==> config.mk <==
export PLATFORM = sky130hd
export DESIGN_NAME = mult32x32_fsm
export DESIGN_NICKNAME = d
export VERILOG_FILES = /design/src/rtl/mult32x32_fsm_pkg.sv /design/src/rtl/mult32x32_fsm.sv
export SDC_FILE = /design/constraint.sdc
export NUM_CORES = 1
export LEC_CHECK = 0
export ABC_AREA = 1
export CORE_AREA = 3 3 40 42
export CTS_CLUSTER_DIAMETER = 200
export DETAILED_ROUTE_END_ITERATION = 7
export DIE_AREA = 0 0 43 45
export HOLD_SLACK_MARGIN = 0.05
export PLACE_DENSITY_LB_ADDON = 0.08
export SLEW_MARGIN = 20
export SYNTH_ARGS = -nofsm -noshare
export SYNTH_HDL_FRONTEND = slang
export SYNTH_SLANG_ARGS = --single-unit
==> constraint.sdc <==
create_clock -name clk -period 2.5 [get_ports clk]
set_input_delay 0.25 -clock clk [delete_from_list [all_inputs] [get_ports clk]]
set_output_delay 0.25 -clock clk [all_outputs]
set_load 0.1 [all_outputs]
==> src/rtl/mult32x32_fsm_pkg.sv <==
// Shared types and constants for the word-serial 32x32 multiplier.
// Holds the sequencer state enum, default word counts and a width helper.
package mult_pkg;

    typedef enum logic {
        IDLE = 1'b0,
        RUN  = 1'b1
    } state_e;

    localparam int MULT_A_WORDS = 2;
    localparam int MULT_B_WORDS = 2;

    // $clog2 with a floor of one bit, so single-word operands still get a port.
    function automatic int clog2_min1(input int n);
        return (n <= 2) ? 1 : $clog2(n);
    endfunction

endpackage

==> src/rtl/mult32x32_fsm.sv <==
// Sequencer for the word-serial multiplier datapath (mult32x32_arith).
// Ports: clk, reset (async, active-high), start in; busy, done, clr_prod,
//        upd_prod, a_sel, b_sel, shift_sel (= a_sel + b_sel) out.
module mult32x32_fsm
    import mult_pkg::*;
#(
    parameter int A_WORDS = MULT_A_WORDS,
    parameter int B_WORDS = MULT_B_WORDS,
    localparam int AW = clog2_min1(A_WORDS),
    localparam int BW = clog2_min1(B_WORDS),
    localparam int SW = clog2_min1(A_WORDS + B_WORDS - 1)
) (
    input  logic          clk,
    input  logic          reset,
    input  logic          start,
    output logic          busy,
    output logic          done,
    output logic          clr_prod,
    output logic          upd_prod,
    output logic [AW-1:0] a_sel,
    output logic [BW-1:0] b_sel,
    output logic [SW-1:0] shift_sel
);

    localparam logic [AW-1:0] A_LAST = AW'(A_WORDS - 1);
    localparam logic [BW-1:0] B_LAST = BW'(B_WORDS - 1);

    state_e        state_q, state_d;
    logic [AW-1:0] a_idx_q, a_idx_d;
    logic [BW-1:0] b_idx_q, b_idx_d;
    logic          done_q, done_d;

    always_ff @(posedge clk or posedge reset) begin
        if (reset) begin
            state_q <= IDLE;
            a_idx_q <= '0;
            b_idx_q <= '0;
            done_q  <= 1'b0;
        end else begin
            state_q <= state_d;
            a_idx_q <= a_idx_d;
            b_idx_q <= b_idx_d;
            done_q  <= done_d;
        end
    end

    // B index is the inner loop; A advances when B wraps.
    always_comb begin
        state_d = state_q;
        a_idx_d = a_idx_q;
        b_idx_d = b_idx_q;
        done_d  = 1'b0;
        case (state_q)
            IDLE: begin
                if (start) begin
                    state_d = RUN;
                    a_idx_d = '0;
                    b_idx_d = '0;
                end
            end
            RUN: begin
                if (b_idx_q == B_LAST) begin
                    b_idx_d = '0;
                    if (a_idx_q == A_LAST) begin
                        state_d = IDLE;
                        a_idx_d = '0;
                        done_d  = 1'b1;
                    end else begin
                        a_idx_d = a_idx_q + AW'(1);
                    end
                end else begin
                    b_idx_d = b_idx_q + BW'(1);
                end
            end
            default: begin
                state_d = IDLE;
            end
        endcase
    end

    // clr_prod is Mealy on start so the product clears on the accepting edge;
    // it is gated by reset because start may be high while reset is held.
    always_comb begin
        busy      = 1'b0;
        upd_prod  = 1'b0;
        clr_prod  = 1'b0;
        a_sel     = '0;
        b_sel     = '0;
        shift_sel = '0;
        done      = done_q;
        case (state_q)
            IDLE: begin
                clr_prod = start & ~reset;
            end
            RUN: begin
                busy      = 1'b1;
                upd_prod  = 1'b1;
                a_sel     = a_idx_q;
                b_sel     = b_idx_q;
                shift_sel = SW'(a_idx_q) + SW'(b_idx_q);
            end
            default: begin
                busy = 1'b0;
            end
        endcase
    end

endmodule

==> flow_summary.json <==
{
  "status": "completed",
  "dr.pass1.iters": 4,
  "drv_cap": 0,
  "coreArea_um2": 1285,
  "cp-start-kind": "flip-flop",
  "whs_ns": 0.2595,
  "tns_ns": 0,
  "clock-root-buffer": "clkbuf_4",
  "final_cell_mix": "buf_4, nand2_1, inv_1",
  "path_max_fanout": 4,
  "gr-total-overflow": 0,
  "yosysTopAreaCellShare_pct": 46.78,
  "antenna_found_initial": 0,
  "viasPerCell": 3.566,
  "drc": 0,
  "min_period_ns": 1.556,
  "post_cts_resized": 0,
  "netlist_area_um2": 214.0,
  "die_y_um": 45,
  "place_congestion": 0.6853,
  "r2r-start": "state_q",
  "max_stage_delay_ns": 0.40,
  "numCtsBuffers": 3,
  "grt_max_degree": 9,
  "ioPinCount": 11,
  "num_vias": 189,
  "nets": 44,
  "diodes": 0,
  "clk_path_buf_depth": 2,
  "grt_pass1_wl_um": 710,
  "grt_pass1_vias": 171,
  "netlist.top_cell.by_area": "dfrtp_1",
  "finalSetupViolations": 0,
  "slew_violations": 0,
  "fp.dieW_um": 43,
  "tritoncts": "done",
  "post_synth_main_area_contributors": "dfrtp_1, nand2_1, inv_1",
  "dpl.hpwl_um": 348.2,
  "syn_to_final_growth_pct": 50.88,
  "die-area_um2": 1935,
  "required_ns": 2.25,
  "cts.sinks": 4,
  "synth-seq-cells": 4,
  "skew_ns": 0.002112,
  "rsz0062_at_grt": "no",
  "track_usage_pct": 5.764,
  "synthCells": 27,
  "worstMarginPinSlew_ns": 0.2827,
  "htreeDepth": 1,
  "cp_slowest_cell": "dfrtp_1",
  "postCtsHoldBufs": 0,
  "start_util_pct": 16.65,
  "min_period_over_period_pct": 62.22,
  "final_common_cell": "buf_4",
  "postCtsSetupBuffers": 0,
  "ant_nets": 0,
  "ys_seq_area_share_pct": 46.78,
  "maxSlewHeadroom_pct": 81.15,
  "yosys_warnings": 0,
  "io_buffers": 10,
  "fmax_ghz": 0.6428,
  "endpoint_kind": "primary output",
  "synth_area_per_cell_um2": 7.924,
  "hold_class": "input pin to async pin",
  "drt_iter0_drc": 3,
  "critPathArrivalTime_ns": 1.31,
  "cp_cell_sequence": "ha_1 > nand2_1 > inv_1 > buf_4",
  "crit_path_start": "a_idx_q",
  "worst_skew_pair.late_latency_ns": 0.23,
  "yosysUniqueCellTypes": 12,
  "synth_nets": 31,
  "wl_per_cell_um": 8.509,
  "routed_wl_um": 451,
  "critPathKind": "flip-flop to primary output",
  "drive_gt1_share_pct": 44.74,
  "r2r_setup_slack_ns": 1.63,
  "final-hold-violation-count": 0,
  "num_rows": 13,
  "path_clk_slew_ns": 0.04
}
==> worst paths after layout <==
check,to,cells past startpoint
max reg2reg,a_idx_q,4
max in group asynchronous,a_idx_q,2
min in group clk,a_idx_q,2
max,shift_sel[0],4
min,state_q,2
min reg2reg,a_idx_q,2
==> cell families (layout without fill, tap and decap cells) <==
family,Yosys count,in the layout,synth area share [%]
buffers and inverters,9,20,19.88
adders and majority gates,1,1,5.847
AOI/OAI and AO/OA,1,1,2.337
and+or+nand+nor,12,12,25.15
DFF,4,4,46.79
==> area by class of cell <==
class / count / area, um2
Multi-Input combinational cell: 14 / 73.82
Inverter: 7 / 27.53
Sequential cell: 4 / 100.1
Tap cell: 15 / 18.77
Fill cell: 143 / 962.2
Clock buffer: 3 / 22.52
Timing Repair Buffer: 10 / 80.08
==> cells in the mapped netlist <==
| master | n |
|---|---|
| nor2_2 | 1 |
| o21ai_0 | 1 |
| buf_4 | 2 |
| nand2_2 | 2 |
| inv_2 | 1 |
| dfrtp_1 | 4 |
| clkinv_2 | 1 |
| nor2_1 | 2 |
| inv_1 | 5 |
| ha_1 | 1 |
| nand3_1 | 1 |
| nand2_1 | 6 |
==> sequential cells by signal (all words and copies together), names as in the netlist <==
signal   count
done         1
a_idx_q      1
state_q      1
b_idx_q      1
==> through the flow <==
stage | area, um2 | util (%) | cells | setup WS [ns]
5_1_grt | 322.8 | 25.12 | 53 | 0.8587
3_3_place_gp | 300.3 | 23.37 | 50 | 1.078
4_1_cts | 322.8 | 25.12 | 53 | 0.9288
3_5_place_dp | 300.3 | 23.37 | 50 | 1.076
2_1_floorplan | 216.5 | - | 27 | 0.4271
6_report | 322.8 | 25.12 | 53 | 0.9444
==> routing by layer <==
metal	part of all wire (%)	vias to the layer above	track usage, %
met5	0	-	0
met2	39	12	6.587
met3	19	0	7.968
li1	-	98	-
met1	42	79	5.109
met4	0	0	3.614
==> critical path, delay by kind of cell (launching register included) <==
family	cells	cell delay [ns]
buf+inv	2	0.34
flops	1	0.40
fa+ha+maj	1	0.29
simple gates	1	0.05
Power is left out: the tool's default activity adds up to more than one toggle a clock period on the data nets, which glitch-free logic cannot reach.
